## src/rtl/axi4_write_channel_arbiter_if.sv

```systemverilog
// AW/W bus bundle between N masters, the write-channel arbiter and one slave.
// The arbiter takes the slave modport; the master modport faces the interconnect/bench.
interface axi4_write_channel_arbiter_if #(
    parameter int unsigned NO_OF_MASTERS = 2,
    parameter int unsigned ADDRESS_WIDTH = 32,
    parameter int unsigned DATA_WIDTH    = 32
);
    localparam int unsigned STRB_WIDTH = DATA_WIDTH / 8;

    logic [NO_OF_MASTERS-1:0]               m_awvalid;
    logic [NO_OF_MASTERS-1:0]               m_awready;
    logic [NO_OF_MASTERS*4-1:0]             m_awid;
    logic [NO_OF_MASTERS*ADDRESS_WIDTH-1:0] m_awaddr;
    logic [NO_OF_MASTERS*8-1:0]             m_awlen;
    logic [NO_OF_MASTERS*3-1:0]             m_awsize;
    logic [NO_OF_MASTERS*2-1:0]             m_awburst;

    logic                     s_awvalid;
    logic                     s_awready;
    logic [3:0]               s_awid;
    logic [ADDRESS_WIDTH-1:0] s_awaddr;
    logic [7:0]               s_awlen;
    logic [2:0]               s_awsize;
    logic [1:0]               s_awburst;

    logic [NO_OF_MASTERS-1:0]            m_wvalid;
    logic [NO_OF_MASTERS-1:0]            m_wready;
    logic [NO_OF_MASTERS-1:0]            m_wlast;
    logic [NO_OF_MASTERS*DATA_WIDTH-1:0] m_wdata;
    logic [NO_OF_MASTERS*STRB_WIDTH-1:0] m_wstrb;

    logic                  s_wvalid;
    logic                  s_wready;
    logic [DATA_WIDTH-1:0] s_wdata;
    logic [STRB_WIDTH-1:0] s_wstrb;
    logic                  s_wlast;

    modport slave (
        input  m_awvalid, m_awid, m_awaddr, m_awlen, m_awsize, m_awburst,
        output m_awready,
        output s_awvalid, s_awid, s_awaddr, s_awlen, s_awsize, s_awburst,
        input  s_awready,
        input  m_wvalid, m_wlast, m_wdata, m_wstrb,
        output m_wready,
        output s_wvalid, s_wdata, s_wstrb, s_wlast,
        input  s_wready
    );

    modport master (
        output m_awvalid, m_awid, m_awaddr, m_awlen, m_awsize, m_awburst,
        input  m_awready,
        input  s_awvalid, s_awid, s_awaddr, s_awlen, s_awsize, s_awburst,
        output s_awready,
        output m_wvalid, m_wlast, m_wdata, m_wstrb,
        input  m_wready,
        input  s_wvalid, s_wdata, s_wstrb, s_wlast,
        output s_wready
    );
endinterface

```

## src/rtl/axi4_write_channel_arbiter.sv

```systemverilog
// Round-robin AW arbiter for N masters sharing one slave; W beats follow AW grant
// order through an order FIFO, with wlast regenerated from the granted awlen.
module axi4_write_channel_arbiter #(
    parameter int unsigned NO_OF_MASTERS    = 2,
    parameter int unsigned ADDRESS_WIDTH    = 32,
    parameter int unsigned DATA_WIDTH       = 32,
    parameter int unsigned ORDER_FIFO_DEPTH = 16
) (
    input  logic                                  aclk,
    input  logic                                  areset,
    axi4_write_channel_arbiter_if.slave           bus,
    output logic [$clog2(ORDER_FIFO_DEPTH):0]     outstanding_count,
    output logic                                  err_wlast
);
    localparam int unsigned N      = NO_OF_MASTERS;
    localparam int unsigned IDX_W  = $clog2(N);
    localparam int unsigned PTR_W  = $clog2(ORDER_FIFO_DEPTH);
    localparam int unsigned CNT_W  = PTR_W + 1;
    localparam int unsigned STRB_W = DATA_WIDTH / 8;

    typedef enum logic {AW_IDLE, AW_HOLD} aw_state_e;

    aw_state_e        aw_state, aw_state_nxt;
    logic [IDX_W-1:0] rr_ptr, rr_ptr_nxt;
    logic [IDX_W-1:0] winner;
    logic             win_found;
    logic             grant;

    logic [IDX_W-1:0] fifo_idx [ORDER_FIFO_DEPTH];
    logic [7:0]       fifo_len [ORDER_FIFO_DEPTH];
    logic [PTR_W-1:0] wr_ptr, rd_ptr;
    logic [CNT_W-1:0] count;
    logic             fifo_full, fifo_empty;
    logic [IDX_W-1:0] sel_idx;
    logic [7:0]       head_len;
    logic [7:0]       beat_cnt;
    logic             last_beat, src_wlast, beat, pop;

    assign fifo_full         = (count == CNT_W'(ORDER_FIFO_DEPTH));
    assign fifo_empty        = (count == '0);
    assign outstanding_count = count;
    assign head_len          = fifo_len[rd_ptr];
    assign sel_idx           = fifo_empty ? '0 : fifo_idx[rd_ptr];

    // first requester at or after rr_ptr, wrapping
    always_comb begin
        int unsigned cand;
        cand      = 0;
        win_found = 1'b0;
        winner    = '0;
        for (int unsigned off = 0; off < N; off++) begin
            cand = (32'(rr_ptr) + off) % N;
            if (!win_found && bus.m_awvalid[IDX_W'(cand)]) begin
                win_found = 1'b1;
                winner    = IDX_W'(cand);
            end
        end
    end

    always_comb begin
        aw_state_nxt  = aw_state;
        rr_ptr_nxt    = rr_ptr;
        grant         = 1'b0;
        bus.m_awready = '0;
        bus.s_awvalid = 1'b0;
        case (aw_state)
            AW_IDLE: begin
                if (win_found && !fifo_full && !areset) begin
                    grant                 = 1'b1;
                    bus.m_awready[winner] = 1'b1;
                    rr_ptr_nxt            = IDX_W'((32'(winner) + 32'd1) % N);
                    aw_state_nxt          = AW_HOLD;
                end
            end
            AW_HOLD: begin
                bus.s_awvalid = 1'b1;
                if (bus.s_awready) aw_state_nxt = AW_IDLE;
            end
            default: aw_state_nxt = AW_IDLE;
        endcase
    end

    always_ff @(posedge aclk or posedge areset) begin
        if (areset) begin
            aw_state      <= AW_IDLE;
            rr_ptr        <= '0;
            bus.s_awid    <= '0;
            bus.s_awaddr  <= '0;
            bus.s_awlen   <= '0;
            bus.s_awsize  <= '0;
            bus.s_awburst <= '0;
        end else begin
            aw_state <= aw_state_nxt;
            rr_ptr   <= rr_ptr_nxt;
            if (grant) begin
                bus.s_awid    <= bus.m_awid[32'(winner)*4 +: 4];
                bus.s_awaddr  <= bus.m_awaddr[32'(winner)*ADDRESS_WIDTH +: ADDRESS_WIDTH];
                bus.s_awlen   <= bus.m_awlen[32'(winner)*8 +: 8];
                bus.s_awsize  <= bus.m_awsize[32'(winner)*3 +: 3];
                bus.s_awburst <= bus.m_awburst[32'(winner)*2 +: 2];
            end
        end
    end

    // W path is purely combinational from the FIFO head's master
    always_comb begin
        bus.m_wready = '0;
        bus.s_wvalid = 1'b0;
        bus.s_wlast  = 1'b0;
        bus.s_wdata  = bus.m_wdata[32'(sel_idx)*DATA_WIDTH +: DATA_WIDTH];
        bus.s_wstrb  = bus.m_wstrb[32'(sel_idx)*STRB_W +: STRB_W];
        last_beat    = 1'b0;
        src_wlast    = 1'b0;
        if (!fifo_empty) begin
            last_beat             = (beat_cnt == head_len);
            bus.s_wvalid          = bus.m_wvalid[sel_idx];
            bus.m_wready[sel_idx] = bus.s_wready;
            bus.s_wlast           = last_beat;
            src_wlast             = bus.m_wlast[sel_idx];
        end
        beat = bus.s_wvalid && bus.s_wready;
        pop  = beat && last_beat;
    end

    always_ff @(posedge aclk) begin
        if (grant) begin
            fifo_idx[wr_ptr] <= winner;
            fifo_len[wr_ptr] <= bus.m_awlen[32'(winner)*8 +: 8];
        end
    end

    // occupancy: a push and a pop in the same cycle cancel out
    always_ff @(posedge aclk or posedge areset) begin
        if (areset) begin
            wr_ptr    <= '0;
            rd_ptr    <= '0;
            count     <= '0;
            beat_cnt  <= '0;
            err_wlast <= 1'b0;
        end else begin
            if (grant) wr_ptr <= wr_ptr + PTR_W'(1);
            if (pop)   rd_ptr <= rd_ptr + PTR_W'(1);
            count <= count + CNT_W'(grant) - CNT_W'(pop);
            if (beat) begin
                beat_cnt <= pop ? 8'd0 : beat_cnt + 8'd1;
                if (src_wlast != last_beat) err_wlast <= 1'b1;
            end
        end
    end
endmodule
```

## src/flat_wrapper.sv

```systemverilog
// flat-port wrapper written by rule: the top's interface ports become plain ports
module axi4_write_channel_arbiter_flat 
#(
    parameter int unsigned NO_OF_MASTERS    = 2,
    parameter int unsigned ADDRESS_WIDTH    = 32,
    parameter int unsigned DATA_WIDTH       = 32,
    parameter int unsigned ORDER_FIFO_DEPTH = 16
)
  (aclk, areset, outstanding_count, err_wlast, bus_m_awvalid, bus_m_awid, bus_m_awaddr, bus_m_awlen, bus_m_awsize, bus_m_awburst, bus_m_awready, bus_s_awvalid, bus_s_awid, bus_s_awaddr, bus_s_awlen, bus_s_awsize, bus_s_awburst, bus_s_awready, bus_m_wvalid, bus_m_wlast, bus_m_wdata, bus_m_wstrb, bus_m_wready, bus_s_wvalid, bus_s_wdata, bus_s_wstrb, bus_s_wlast, bus_s_wready);
  axi4_write_channel_arbiter_if #(.NO_OF_MASTERS(NO_OF_MASTERS), .ADDRESS_WIDTH(ADDRESS_WIDTH), .DATA_WIDTH(DATA_WIDTH)) bus_i ();
  input  logic aclk;
  input  logic areset;
  output logic [$clog2(ORDER_FIFO_DEPTH):0] outstanding_count;
  output logic err_wlast;
  input wire logic [$bits(bus_i.m_awvalid)-1:0] bus_m_awvalid;
  input wire logic [$bits(bus_i.m_awid)-1:0] bus_m_awid;
  input wire logic [$bits(bus_i.m_awaddr)-1:0] bus_m_awaddr;
  input wire logic [$bits(bus_i.m_awlen)-1:0] bus_m_awlen;
  input wire logic [$bits(bus_i.m_awsize)-1:0] bus_m_awsize;
  input wire logic [$bits(bus_i.m_awburst)-1:0] bus_m_awburst;
  output wire logic [$bits(bus_i.m_awready)-1:0] bus_m_awready;
  output wire logic [$bits(bus_i.s_awvalid)-1:0] bus_s_awvalid;
  output wire logic [$bits(bus_i.s_awid)-1:0] bus_s_awid;
  output wire logic [$bits(bus_i.s_awaddr)-1:0] bus_s_awaddr;
  output wire logic [$bits(bus_i.s_awlen)-1:0] bus_s_awlen;
  output wire logic [$bits(bus_i.s_awsize)-1:0] bus_s_awsize;
  output wire logic [$bits(bus_i.s_awburst)-1:0] bus_s_awburst;
  input wire logic [$bits(bus_i.s_awready)-1:0] bus_s_awready;
  input wire logic [$bits(bus_i.m_wvalid)-1:0] bus_m_wvalid;
  input wire logic [$bits(bus_i.m_wlast)-1:0] bus_m_wlast;
  input wire logic [$bits(bus_i.m_wdata)-1:0] bus_m_wdata;
  input wire logic [$bits(bus_i.m_wstrb)-1:0] bus_m_wstrb;
  output wire logic [$bits(bus_i.m_wready)-1:0] bus_m_wready;
  output wire logic [$bits(bus_i.s_wvalid)-1:0] bus_s_wvalid;
  output wire logic [$bits(bus_i.s_wdata)-1:0] bus_s_wdata;
  output wire logic [$bits(bus_i.s_wstrb)-1:0] bus_s_wstrb;
  output wire logic [$bits(bus_i.s_wlast)-1:0] bus_s_wlast;
  input wire logic [$bits(bus_i.s_wready)-1:0] bus_s_wready;
  assign bus_i.m_awvalid = bus_m_awvalid;
  assign bus_i.m_awid = bus_m_awid;
  assign bus_i.m_awaddr = bus_m_awaddr;
  assign bus_i.m_awlen = bus_m_awlen;
  assign bus_i.m_awsize = bus_m_awsize;
  assign bus_i.m_awburst = bus_m_awburst;
  assign bus_m_awready = bus_i.m_awready;
  assign bus_s_awvalid = bus_i.s_awvalid;
  assign bus_s_awid = bus_i.s_awid;
  assign bus_s_awaddr = bus_i.s_awaddr;
  assign bus_s_awlen = bus_i.s_awlen;
  assign bus_s_awsize = bus_i.s_awsize;
  assign bus_s_awburst = bus_i.s_awburst;
  assign bus_i.s_awready = bus_s_awready;
  assign bus_i.m_wvalid = bus_m_wvalid;
  assign bus_i.m_wlast = bus_m_wlast;
  assign bus_i.m_wdata = bus_m_wdata;
  assign bus_i.m_wstrb = bus_m_wstrb;
  assign bus_m_wready = bus_i.m_wready;
  assign bus_s_wvalid = bus_i.s_wvalid;
  assign bus_s_wdata = bus_i.s_wdata;
  assign bus_s_wstrb = bus_i.s_wstrb;
  assign bus_s_wlast = bus_i.s_wlast;
  assign bus_i.s_wready = bus_s_wready;
  axi4_write_channel_arbiter #(.NO_OF_MASTERS(NO_OF_MASTERS), .ADDRESS_WIDTH(ADDRESS_WIDTH), .DATA_WIDTH(DATA_WIDTH), .ORDER_FIFO_DEPTH(ORDER_FIFO_DEPTH)) u_core (.aclk(aclk), .areset(areset), .bus(bus_i), .outstanding_count(outstanding_count), .err_wlast(err_wlast));
endmodule
```

## config.mk

```make
export PLATFORM = sky130hd
export DESIGN_NAME = axi4_write_channel_arbiter_flat
export DESIGN_NICKNAME = d
export VERILOG_FILES = /design/src/rtl/axi4_write_channel_arbiter_if.sv /design/src/rtl/axi4_write_channel_arbiter.sv /design/src/flat_wrapper.sv
export SDC_FILE = /design/constraint.sdc
export NUM_CORES = 1
export LEC_CHECK = 0
export ABC_CLOCK_PERIOD_IN_PS = 5400
export BUFFER_PORTS_ARGS = -buffer_cell sky130_fd_sc_hd__buf_2
export CAP_MARGIN = 10
export CORE_ASPECT_RATIO = 1.5
export CORE_UTILIZATION = 52
export CTS_BUF_LIST = sky130_fd_sc_hd__clkbuf_16
export DETAILED_ROUTE_END_ITERATION = 8
export GPL_ROUTABILITY_DRIVEN = 0
export PLACE_DENSITY = 0.85
export SKIP_LAST_GASP = 1
export SYNTH_ARGS = -nofsm -noshare
export SYNTH_HDL_FRONTEND = slang
export SYNTH_SLANG_ARGS = --single-unit
```

## constraint.sdc

```tcl
create_clock -name aclk -period 5.4 [get_ports aclk]
set_input_delay 0.81 -clock aclk [delete_from_list [all_inputs] [get_ports aclk]]
set_output_delay 0.81 -clock aclk [all_outputs]
set_load 0.05 [all_outputs]
```

; Word level (Yosys, flattened, before mapping)
; Memories as Yosys holds them, arrays and structs flattened.
; Index checks and enable logic that the tools add are counted.
[word_totals]
ff_bits = 73
inputBits = 180
mem_bits_rw = 144
word_cells = 84
output_inout_bits = 98
mem_count = 2
[memory_table]
columns = name, depth, width, rd, rd_ports_with_merged_regs, write_ports, line
row1 = u_core.fifo_len, 16, 8, 1, 0, 1, axi4_write_channel_arbiter.sv:30  ; logic [7:0] fifo_len [ORDER_FIFO_DEPTH];
row2 = u_core.fifo_idx, 16, 1, 1, 0, 1, axi4_write_channel_arbiter.sv:29  ; logic [IDX_W-1:0] fifo_idx [ORDER_FIFO_DEPTH];
[op_classes]
shift = 7
multipliers = 1
n_reduce_logical = 13
n_bitwise = 2
magnitude_cmp = 6
eq_ne = 3
n_mux = 31
n_addsub = 7
[op_table]
columns = operator, n
row1 = variable part select 64 x 7 -> 32 bit, 2
row2 = 2-to-1 mux 1 bit, 24
row3 = variable part select 16 x 5 -> 8 bit, 1
row4 = variable part select 8 x 4 -> 4 bit, 2
row5 = "adder 4 x 1 -> 4 bit, second input constant", 2
row6 = "adder 8 x 1 -> 8 bit, second input constant", 1
row7 = equality test 8 bit, 1
row8 = "less-than comparator 1 x 2 -> 1 bit, second input constant", 4
row9 = 2-to-1 mux 8 bit, 1
row10 = logical AND 1 bit, 7
row11 = 2-to-1 mux 2 bit, 3
row12 = variable part select 6 x 4 -> 3 bit, 1
row13 = adder 5 x 1 -> 5 bit, 1
row14 = "equality test 5 bit, second input constant", 1
row15 = logical NOT 5 bit, 1
row16 = subtractor 5 x 1 -> 5 bit, 1
row17 = AND reduction 2 bit, 2
row18 = variable part select 4 x 3 -> 2 bit, 1
row19 = logical NOT 1 bit, 3
row20 = "multiplier 1 x 2 -> 3 bit, second input constant", 1
row21 = "adder 1 bit, second input constant", 2
row22 = bitwise AND 2 bit, 1
row23 = demux 1 bit (select 1 bit), 2
row24 = ">= comparator 1 bit, second input constant", 2
row25 = other kinds (3), 3

; Longest topological paths before layout
; Gate-level depths: netlist (run 1).
[logic_depth]
depth_word = 12
ltp_mapped = 17
mapped_depth_nobuf = 14

; Worst setup path after synthesis (run 1)
; Ideal clock, no wire load.
[synth_path]
path_kind = in2out
start = in areset
end = out bus_m_awready[0]
t_arrival_ps = 4106
cell_stages = 6
t_required_ps = 4590
setup_slack_ps = 484
path_cell_list = inv_1 > o211ai_1 > a41oi_1 > inv_1 > clkbuf_1 > nor2_1
[synth_between]
elab_chain_cells = 4
[synth_lines]
columns = item, line
row1 = from (decl), flat_wrapper.sv:12  ; input logic areset;
row2 = logical NOT 1 bit, axi4_write_channel_arbiter.sv:68  ; if (win_found && !fifo_full && !areset) begin
row3 = logical AND 1 bit, axi4_write_channel_arbiter.sv:68
row4 = 2-to-1 mux 2 bit, axi4_write_channel_arbiter.sv:68
row5 = 2-to-1 mux 2 bit, axi4_write_channel_arbiter.sv:66  ; case (aw_state)
row6 = to (decl), flat_wrapper.sv:21  ; output wire logic [$bits(bus_i.m_awready)-1:0] bus_m_awready;
; No other way between the ends.

; Worst setup path after layout (run 1)
[layout_path]
start = reg u_core.rd_ptr[0]
end = out bus_s_wlast
[layout_between]
elab_chain_cells = 3
[layout_lines]
columns = item, line
row1 = from (decl), axi4_write_channel_arbiter.sv:31  ; logic [PTR_W-1:0] wr_ptr, rd_ptr;
row2 = from (signal assigned), axi4_write_channel_arbiter.sv:142  ; if (pop) rd_ptr <= rd_ptr + PTR_W'(1);
row3 = memory read (16 x 8 bit), n/a
row4 = equality test 8 bit, axi4_write_channel_arbiter.sv:115  ; last_beat = (beat_cnt == head_len);
row5 = 2-to-1 mux 1 bit, axi4_write_channel_arbiter.sv:114  ; if (!fifo_empty) begin
row6 = to (decl), flat_wrapper.sv:37  ; output wire logic [$bits(bus_i.s_wlast)-1:0] bus_s_wlast;
; No other way between the ends.

==> out/metrics.yaml, run 1 <==
finish.cell_count_without_fillers: 1262
post_synth_mux_area_share_pct: 15.73
async_flop_share_pct: 33.64
postPlaceCellArea_um2: 11430
synth_xor_area_share_pct: 1.763
min-delay-path-class: "reg -> reg"
final_hold_viol_count: 0
max_cap_viol_count: 0
outcome: "finished clean"
worst-endpoint-required_ns: 4.59
grt_antenna_before_repair: 2
port_buffers: 277
crit_family: "multiplexers"
seq_area_frac_synth_pct: 62.80
dieArea_um2: 19400
first_global_vias: 6774
worst_ep_arrival_time_ns: 3.91
clock_tree.buffer_depth: 3
routed_via_density: 5.519
fmax_ghz: 0.2120
top_reg_cell_synth: "sky130_fd_sc_hd__edfxtp_1"
avgSynthCellArea_um2: 13.51
routedWlPerCell_um: 19.35
numCtsBuffers: 20
num_rows: 61
fp.coreArea_um2: 18470
setup_tns_ns: 0
synthesis.instances: 725
clk_pin_slew_ns: 0.07
setup-violations-final: 0
worstSetupPathType: "reg -> out"
timing.critical_path.from_type: "flop"
yosys_register_bits: 217
critical_path.slowest_cell: "sky130_fd_sc_hd__dfrtp_2"
insertion_delay_to_the_later_sink_of_the_worst_skew_pair_ns: 0.49
cts.repair.resized: 0
routed_wl_um: 24420
netlist_area_pre_place_um2: 9794
worstPathCellList: "buf_4 > mux4_1 > mux4_2 > xor2_1 > nor2_1 > nand4_4 > or2_4 > inv_2 > buf_2"
mappedNetlistNets: 918
power.density_nw_per_um2: 483.2
grtUsageTotal_pct: 25.04
congestion_overflow_gr: 0
synth_top_family_by_area: "multiplexers"
synth_area_leaders: "sky130_fd_sc_hd__edfxtp_1 (44%), sky130_fd_sc_hd__dfrtp_1 (19%), sky130_fd_sc_hd__mux4_2 (6.0%)"
drt_iter0_markers: 335
max-slew-margin-rel_pct: 20.48
cts_setup_buffers: 0
share_of_the_clock_period_used_by_the_worst_path_after_layout_pct: 87.35
postLayoutCellArea_um2: 12110
clock-sinks: 217
area_growth_pct: 23.66
fin_crit_ns: 4.717
p_total_w: 0.005852
drive_gt1_share_pct: 39.84
synth-adder-area-share_pct: 1.737
power.static_leakage_nw: 4.912
cts_tree: "yes"
htree_levels: 1
yosys.cell_types.count: 52
vias: 6965
tightestPinTransition_ns: 1.188
slowest_delay_ns: 0.75
critPathCaptureType: "output pin"
die_height_um: 170.1
grt_pass1_wl_um: 36110
grt_setup_unrepaired: "false"
ir_worst_vdd_v: 0.0003488
dp.final_hpwl_um: 16980
start_util_pct: 53.03
yosys.area.top_type: "sky130_fd_sc_hd__edfxtp_1"
synth_area_in_compound_gates_pct: 4.331
placedCellCount: 1225
cts_hold_buf: 0
drt_pass1_iterations: 5
worst_clock_skew_ns: 0.007027
number_of_design_rule_violations_left_after_detail_routing: 0
final_net_count: 1188
synthesis.yosys.warnings: 0
synth.top_cell.area_share_pct: 44.15
synth-simple-area-share_pct: 10.92
max_slew_vio_count: 0
pin_count_of_the_biggest_net_entering_global_routing: 74
cell_at_the_root_of_the_clock_tree: "sky130_fd_sc_hd__clkbuf_16"
critPathBufInv: 3
critical_path_peak_fanout: 20
final_antenna_net_count: 0
synth_enable_flop_cells: 144
chipWidth_um: 114.1
floorplan.io_pins: 278
where the power goes:
part | leakage (nW) | switching, W | internal, W
Clock | 0.352 | 0.000607 | 0.000855
Combinational | 2.44 | 0.00148 | 0.000610
Sequential | 2.12 | 0.000212 | 0.00208
cell type report:
class / count / area [um^2]
clock buffer: 21 / 525.5
inverter: 16 / 61.31
multi-input combinational: 451 / 3422
tap: 252 / 315.3
timing repair buffer: 289 / 1476
clock inverter: 15 / 156.4
sequential: 217 / 6152
fill: 1332 / 6359
antenna: 1 / 2.502
routing by layer:
metal	part of all wire, %	GRT usage, %	vias up
met2	54	47.88	425
met4	3.7	11.29	0
li1	-	-	3181
met1	34	26.99	3303
met3	7.7	3.383	56
met5	0	0	-
logic make-up after synthesis:
kind of cell    count (synthesis)
compound gates                 68
xor+xnor                       18
fa+ha+maj                      13
buf+inv                        57
flops                         217
mux                           102
simple gates                  250
metrics by stage:
stage	utilization, %	hold WS [ns]	setup slack (ns)
after floorplan	-	0.4915	0.4843
after global placement	61.87	0.4747	1.221
after detailed placement	61.87	0.4716	1.066
after CTS	65.56	0.4854	0.6270
after global routing	65.57	0.4957	0.4580
final	65.57	0.4833	0.6829
synthesized netlist by cell type, types with 11 or more instances:
library cell,n
sky130_fd_sc_hd__clkbuf_1,21
sky130_fd_sc_hd__buf_2,11
sky130_fd_sc_hd__ha_1,12
sky130_fd_sc_hd__a31oi_1,41
sky130_fd_sc_hd__mux2i_1,29
sky130_fd_sc_hd__nor2_1,88
sky130_fd_sc_hd__mux4_2,26
sky130_fd_sc_hd__edfxtp_1,144
sky130_fd_sc_hd__mux2_2,37
sky130_fd_sc_hd__o21ai_0,11
sky130_fd_sc_hd__dfrtp_1,73
sky130_fd_sc_hd__inv_1,14
sky130_fd_sc_hd__nand2_1,128
layout by cell type (no fill, tap or decap), drive strengths merged, types with 5 or more instances in the layout:
cell type,count
edfxtp,144
nand2,128
buf,289
clkinv,5
nor2,88
xor2,7
nor3,9
mux2i,29
ha,12
a31oi,41
mux4,35
dfrtp,73
xnor2,11
inv,22
nand3,5
mux2,38
clkbuf,21
o21ai,12
path summary, 6_finish.rpt:
check / from / endpoint / slack (ns) / cells past startpoint
worst max-delay path: u_core.rd_ptr[0] / bus_s_wlast / 0.68 / 9
worst min-delay path: u_core.err_wlast / u_core.err_wlast / 0.48 / 1
worst max register to register: u_core.rd_ptr[0] / u_core.outstanding_count[4] / 1.12 / 15
worst min register to register: u_core.err_wlast / u_core.err_wlast / 0.48 / 1
max in group asynchronous: areset / u_core.rd_ptr[0] / 4.12 / 3
min in group asynchronous: areset / u_core.bus.s_awaddr[5] / 0.63 / 3
sequential cells by signal, indices dropped and copies added, names as in the netlist:
name                      flops
u_core.rd_ptr                 4
u_core.outstanding_count      5
u_core.aw_state               1
u_core.bus.s_awaddr          32
u_core.wr_ptr                 4
u_core.rr_ptr                 1
u_core.beat_cnt               8
u_core.err_wlast              1
u_core.fifo_len             128
u_core.bus.s_awid             4
u_core.bus.s_awlen            8
u_core.fifo_idx              16
u_core.bus.s_awburst          2
u_core.bus.s_awsize           3
(Power assumes the default switching activity.)
==> inputs of run 2 (changes only) <==
Settings changed: REMOVE_ABC_BUFFERS from default to 1, SLEW_MARGIN from default to 20.
==> run 2 against run 1 <==
Against the previous run: sequential power about the same; worst hold slack improved by 0.0096 ns; largest power group unchanged; cell count increased by 0.32%; highest routed layer unchanged; combinational power about the same; sequential share of layout area decreased by 0.20 points; flip-flop and latch count unchanged; utilization increased by 0.26 points; setup slack improved by 0.16 ns; fmax increased by 3.5%.
==> out/metrics.yaml, run 2 (synthesis results as in run 1) <==
vias: 6999  # was 6965
worst_clock_skew_ns: 0.02111  # was 0.007027 ns
chipWidth_um: 114.1  # unchanged
final_core_utilization_pct: 65.83  # was 65.57%
cellInternalPower_w: 0.003564  # was 0.003549 W
routed_wl_um: 24410  # was 24420 um
worst_ep_arrival_time_ns: 3.75  # was 3.91 ns
fp.coreArea_um2: 18470  # unchanged
switching_share_pct: 39.29  # was 39.35%
area_growth_pct: 24.14  # was 23.66%
critPathCaptureType: "output pin"  # unchanged
timing.critical_path.from_type: "flop"  # unchanged
grtUsageTotal_pct: 25.20  # was 25.04%
htree_levels: 1  # unchanged
routedWlPerCell_um: 19.28  # was 19.35 um
largest_register_ffs: 128  # unchanged
worst-endpoint-required_ns: 4.59  # about the same
insertedDiodeCount: 0  # was 1
drt_iter0_markers: 615  # was 335
power.combinational.fraction_pct: 35.8  # about the same
hold_slack_ns: 0.4929  # was 0.4833 ns
port_buffers: 277  # unchanged
cts.repair.resized: 0  # unchanged
floorplan.io_pins: 278  # unchanged
start_util_pct: 53.03  # unchanged
insertion_delay_to_the_later_sink_of_the_worst_skew_pair_ns: 0.51  # was 0.49 ns
clock-sinks: 217  # unchanged
dp.final_hpwl_um: 16630  # was 16980 um
final_antenna_net_count: 0  # unchanged
fin_crit_ns: 4.557  # was 4.717 ns
setup_tns_ns: 0  # unchanged
power.density_nw_per_um2: 482.8  # was 483.2 nW/um^2
power.static_leakage_nw: 4.926  # was 4.912 nW
drive_gt1_share_pct: 40.34  # was 39.84%
worstSetupPathType: "reg -> out"  # unchanged
p_total_w: 0.005871  # was 0.005852 W
max_slew_vio_count: 0  # unchanged
critical_path_peak_fanout: 20  # unchanged
biggest_registers_after_layout: "u_core.fifo_len: 128 flops, u_core.bus.s_awaddr: 32 flops, u_core.fifo_idx: 16 flops"  # unchanged
clk_pin_slew_ns: 0.07  # about the same
final_net_count: 1192  # was 1188
layout.cells.most_common: "sky130_fd_sc_hd__buf_2"  # unchanged
min-delay-path-class: "in -> reg"  # was reg -> reg
drt_pass1_iterations: 6  # was 5
dieArea_um2: 19400  # unchanged
routed_via_density: 5.528  # was 5.519
num_rows: 61  # unchanged
numCtsBuffers: 21  # was 20
placedCellCount: 1228  # was 1225
ir_worst_vdd_v: 0.0003326  # was 0.0003488 V
tightestPinTransition_ns: 1.147  # was 1.188 ns
cts_hold_buf: 0  # unchanged
pin_count_of_the_biggest_net_entering_global_routing: 94  # was 74
die_height_um: 170.1  # unchanged
setup-violations-final: 0  # unchanged
share_of_the_clock_period_used_by_the_worst_path_after_layout_pct: 84.38  # was 87.35%
clock_tree.buffer_depth: 3  # unchanged
outcome: "finished clean"  # unchanged
number_of_design_rule_violations_left_after_detail_routing: 0  # unchanged
first_global_vias: 6836  # was 6774
congestion_overflow_gr: 0  # unchanged
sequential_cell_fraction_of_total_power_pct: 38.8  # was 39.2%
final_hold_viol_count: 0  # unchanged
cts_tree: "yes"  # unchanged
fmax_ghz: 0.2195  # was 0.2120 GHz
max-slew-margin-rel_pct: 23.27  # was 20.48%
grt_antenna_before_repair: 2  # unchanged
grt_setup_unrepaired: "false"  # unchanged
finish.cell_count_without_fillers: 1266  # was 1262
final_cell_mix: "sky130_fd_sc_hd__buf_2 (277), sky130_fd_sc_hd__edfxtp_1 (144), sky130_fd_sc_hd__nand2_1 (128)"  # unchanged
power.share.clock_pct: 25.4  # was 25.0%
max_cap_viol_count: 0  # unchanged
cell_at_the_root_of_the_clock_tree: "sky130_fd_sc_hd__clkbuf_16"  # unchanged
grt_pass1_wl_um: 36080  # was 36110 um
registers.top_by_ff_count: "u_core.fifo_len"  # unchanged
switchingPower_w: 0.002307  # was 0.002303 W
cts_setup_buffers: 0  # unchanged
## run 2: critical path, stage by stage, from the launching register on
cell,delay (ns)
sky130_fd_sc_hd__dfrtp_1,0.96
sky130_fd_sc_hd__buf_4,0.37
sky130_fd_sc_hd__mux4_2,0.33
sky130_fd_sc_hd__mux2i_1,0.19
sky130_fd_sc_hd__mux2i_1,0.16
sky130_fd_sc_hd__xnor2_1,0.31
sky130_fd_sc_hd__nand4_4,0.22
sky130_fd_sc_hd__or2_4,0.31
sky130_fd_sc_hd__inv_2,0.10
sky130_fd_sc_hd__buf_2,0.28
## run 2: metrics by stage
| step | cell area (um^2) | worst slack [ns] |
|---|---|---|
| 4_1_cts | 12150 | 0.8179 |
| 3_5_place_dp | 11450 | 1.282 |
| 2_1_floorplan | 9588 | -3.728 |
| 6_report | 12160 | 0.8433 |
| 5_1_grt | 12160 | 0.6308 |
| 3_3_place_gp | 11450 | 1.379 |
## run 2: path summary, 6_finish.rpt
check | end | cells past startpoint | startpoint | slack [ns]
setup / recovery | bus_s_wlast | 9 | u_core.rd_ptr[3] | 0.84
hold / removal | u_core.aw_state | 2 | bus_s_awready | 0.49
setup reg to reg | u_core.outstanding_count[4] | 15 | u_core.rd_ptr[3] | 1.24
hold reg to reg | u_core.bus.s_awlen[3] | 2 | u_core.bus.s_awlen[3] | 0.51
max in group asynchronous | u_core.rd_ptr[0] | 3 | areset | 4.10
min in group asynchronous | u_core.bus.s_awlen[0] | 3 | areset | 0.62
## run 2: final cells by class
class | count | area [um^2]
inverters | 16 | 61.31
clock buffers | 21 | 525.5
fillers | 1289 | 6311
clock inverters | 17 | 176.4
repair buffers | 292 | 1511
well taps | 252 | 315.3
multi-input cells | 451 | 3417
flip-flops and latches | 217 | 6152
## run 2: metal layers
metal / up-vias / part of all wire [%] / global-route usage [%] / wire (um)
li1: 3184 / - / - / -
met1: 3330 / 35 / 27.25 / 8463
met2: 415 / 53 / 46.03 / 12910
met3: 70 / 7.2 / 4.202 / 1760
met4: 0 / 5.2 / 14.46 / 1278
met5: - / 0 / 0 / 0
## run 2: power by group through the flow
| stage | Sequential, W | Clock [W] | Combinational [W] |
|---|---|---|---|
| 4_1_cts | 0.00228 | 0.00151 | 0.00211 |
| 3_3_place_gp | 0.00229 | 0 | 0.00205 |
| 5_1_grt | 0.00231 | 0.00158 | 0.00224 |
| 6_report | 0.00228 | 0.00149 | 0.00210 |
| 2_1_floorplan | 0.00290 | 0 | 0.000971 |
| 3_5_place_dp | 0.00230 | 0 | 0.00209 |
==> inputs of run 3 (changes only) <==
Settings changed: ABC_CLOCK_PERIOD_IN_PS 5400 to 4300.
Clock period 5.4 ns to 4.3 ns, I/O delays scaled along.
==> run 3 against run 2 <==
Against the previous run: flip-flop and latch count did not move; die area did not move; clock-buffer cell count did not move; cell count rose by 1.2%; sequential share of layout area fell by 0.56 points; critical endpoint unchanged; highest routed layer unchanged.
==> out/metrics.yaml, run 3 (synthesis results as in run 1) <==
critical_path_peak_fanout: 12  # was 20
top_layer: "met4"  # unchanged
layout.cells.most_common: "sky130_fd_sc_hd__buf_2"  # unchanged
worst_clock_skew_ns: 0.02538  # was 0.02111 ns
fin_crit_ns: 4.142
routed_wl_um: 25930  # was 24410 um
ff2ff_path_depth: 14  # was 15
reg2reg_to: "u_core.outstanding_count[4]"  # unchanged
cell_at_the_root_of_the_clock_tree: "sky130_fd_sc_hd__clkbuf_16"  # unchanged
slowest_delay_ns: 0.59  # was 0.96 ns
max-slew-margin-rel_pct: 30.27  # was 23.27%
final_core_utilization_pct: 66.60  # was 65.83%
insertedDiodeCount: 0  # unchanged
timing.critical_path.from_type: "flop"  # unchanged
p_total_w: 0.007504  # was 0.005871 W
cts_hold_buf: 0  # unchanged
setup-violations-final: 0  # unchanged
timing.rr.start: "u_core.rd_ptr[0]"  # was u_core.rd_ptr[3]
ir_worst_vdd_v: 0.0004884  # was 0.0003326 V
outcome: "finished clean"  # unchanged
power.share.clock_pct: 26.0  # was 25.4%
num_rows: 61  # unchanged
htree_levels: 1  # unchanged
grt_setup_unrepaired: "false"  # unchanged
vias: 7253  # was 6999
numCtsBuffers: 21  # unchanged
insertion_delay_to_the_later_sink_of_the_worst_skew_pair_ns: 0.51  # about the same
switchingPower_w: 0.002950  # was 0.002307 W
drt_iter0_markers: 584  # was 615
crit_family: "multiplexers"  # was flip-flops
start_util_pct: 53.03  # unchanged
routedWlPerCell_um: 20.24  # was 19.28 um
worstPathCellList: "buf_8 > mux4_1 > mux4_2 > xnor2_2 > nand4_4 > or2_4 > inv_2 > buf_2"  # was buf_4 > mux4_2 > mux2i_1 > mux2i_1 > xnor2_1 > nand4_4 > or2_4 > inv_2 > buf_2
hold_slack_ns: 0.2500  # was 0.4929 ns
clock_tree.buffer_depth: 3  # unchanged
drive_gt1_share_pct: 41.40  # was 40.34%
clk_pin_slew_ns: 0.06  # was 0.07 ns
power.static_leakage_nw: 5.018  # was 4.926 nW
met3WireLength_um: 2099  # was 1760 um
met2_wirelength_um: 13910  # was 12910 um
final_hold_viol_count: 0  # unchanged
max_cap_viol_count: 0  # unchanged
clock-sinks: 217  # unchanged
critPathBufInv: 3  # unchanged
congestion_overflow_gr: 0  # unchanged
registers.top_by_ff_count: "u_core.fifo_len"  # unchanged
routed_via_density: 5.662  # was 5.528
floorplan.io_pins: 278  # unchanged
cellInternalPower_w: 0.004554  # was 0.003564 W
biggest_registers_after_layout: "u_core.fifo_len: 128 flops, u_core.bus.s_awaddr: 32 flops, u_core.fifo_idx: 16 flops"  # unchanged
final_antenna_net_count: 0  # unchanged
final_net_count: 1207  # was 1192
max_slew_vio_count: 0  # unchanged
chipWidth_um: 114.1  # unchanged
worst-endpoint-required_ns: 3.65  # was 4.59 ns
dieArea_um2: 19400  # unchanged
min-delay-path-class: "in -> async"  # was in -> reg
grt_pass1_wl_um: 37980  # was 36080 um
area_growth_pct: 25.59  # was 24.14%
drt_pass1_iterations: 5  # was 6
cts_tree: "yes"  # unchanged
tightestPinTransition_ns: 1.042  # was 1.147 ns
critPathCaptureType: "output pin"  # unchanged
worstSetupPathType: "reg -> out"  # unchanged
switching_share_pct: 39.31  # was 39.29%
die_height_um: 170.1  # unchanged
worst_ep_arrival_time_ns: 3.50  # was 3.75 ns
critical_path.slowest_cell: "sky130_fd_sc_hd__dfrtp_4"  # was sky130_fd_sc_hd__dfrtp_1
dp.final_hpwl_um: 17110  # was 16630 um
largest_register_ffs: 128  # unchanged
pin_count_of_the_biggest_net_entering_global_routing: 69  # was 94
port_buffers: 277  # unchanged
final_cell_mix: "sky130_fd_sc_hd__buf_2 (277), sky130_fd_sc_hd__edfxtp_1 (144), sky130_fd_sc_hd__nand2_1 (128)"  # unchanged
power.density_nw_per_um2: 610.1  # was 482.8 nW/um^2
number_of_design_rule_violations_left_after_detail_routing: 0  # unchanged
setup.reg_to_reg.worst_slack_ns: 0.31  # was 1.24 ns
first_global_vias: 7108  # was 6836
power.combinational.fraction_pct: 35.8  # about the same
fmax_ghz: 0.2415
grtUsageTotal_pct: 26.59  # was 25.20%
grt_antenna_before_repair: 1  # was 2
fp.coreArea_um2: 18470  # unchanged
setup_tns_ns: 0  # unchanged
drt-met1-wl_um: 8776  # was 8463 um
nFillCells: 1270  # was 1289
share_of_the_clock_period_used_by_the_worst_path_after_layout_pct: 96.32
sequential_cell_fraction_of_total_power_pct: 38.2  # was 38.8%
[run 3: cell count changes in the layout (fill, tap and decap cells not counted), sizes merged]
cell	before	now
clkinv	5	12
buf	292	307
clkinvlp	3	1
inv	22	16
bufinv	3	4
[run 3: tightest hold or removal path, delay by kind of cell]
family	cells	cell delay [ns]
buffers and inverters	3	0.52
[run 3: power by group through the flow]
stage               clock network (W)  registers (W)  logic [W]
floorplan                           0        0.00364    0.00122
global placement                    0        0.00288    0.00257
detailed placement                  0        0.00290    0.00264
CTS                           0.00197        0.00287    0.00267
global route                  0.00204        0.00290    0.00285
finish                        0.00195        0.00287    0.00269
[run 3: how the worst max path moves through the flow]
stage | from | end | slack (ns) | depth (start not counted)
finish | u_core.rd_ptr[0] | bus_s_wlast | 0.16 | 8
global route | u_core.rd_ptr[0] | bus_s_wlast | 0.04 | 8
CTS | u_core.rd_ptr[0] | bus_s_wlast | 0.11 | 8
detailed placement | u_core.rd_ptr[0] | u_core.outstanding_count[4] | 0.20 | 15
global placement | u_core.rd_ptr[0] | u_core.outstanding_count[4] | 0.34 | 14
floorplan | areset | bus_m_awready[1] | -4.50 | 5
[run 3: final cells by class]
class,instances,area (um^2),share of cell area [%]
clock buffer,21,525.5,4.272
inverter,16,61.31,0.4984
timing repair buffer,307,1632,13.26
clock inverter,17,202.7,1.648
tap,252,315.3,2.563
multi-input combinational,451,3410,27.72
sequential,217,6155,50.04
[run 3: layer usage]
| metal | GRT usage [%] | vias up |
|---|---|---|
| met1 | 29.05 | 3417 |
| met5 | 0 | - |
| met4 | 12.93 | 0 |
| met2 | 49.25 | 522 |
| met3 | 4.594 | 100 |
| li1 | - | 3214 |
[run 3: timing repair]
action / CTS / global route
gates resized for setup: 1 / 0
buffers inserted: 0 / 1
endpoints found under the hold margin: 0 / 0
endpoints found under the setup margin: 1 / 1
[run 3: stage by stage]
stage	instance area (um^2)	setup WS [ns]	cells
finish	12300	0.1584	1281
global route	12300	0.03784	1281
CTS	12280	0.1075	1280
detailed placement	11550	0.1963	1242
global placement	11550	0.3385	1242
floorplan	9588	-4.498	684
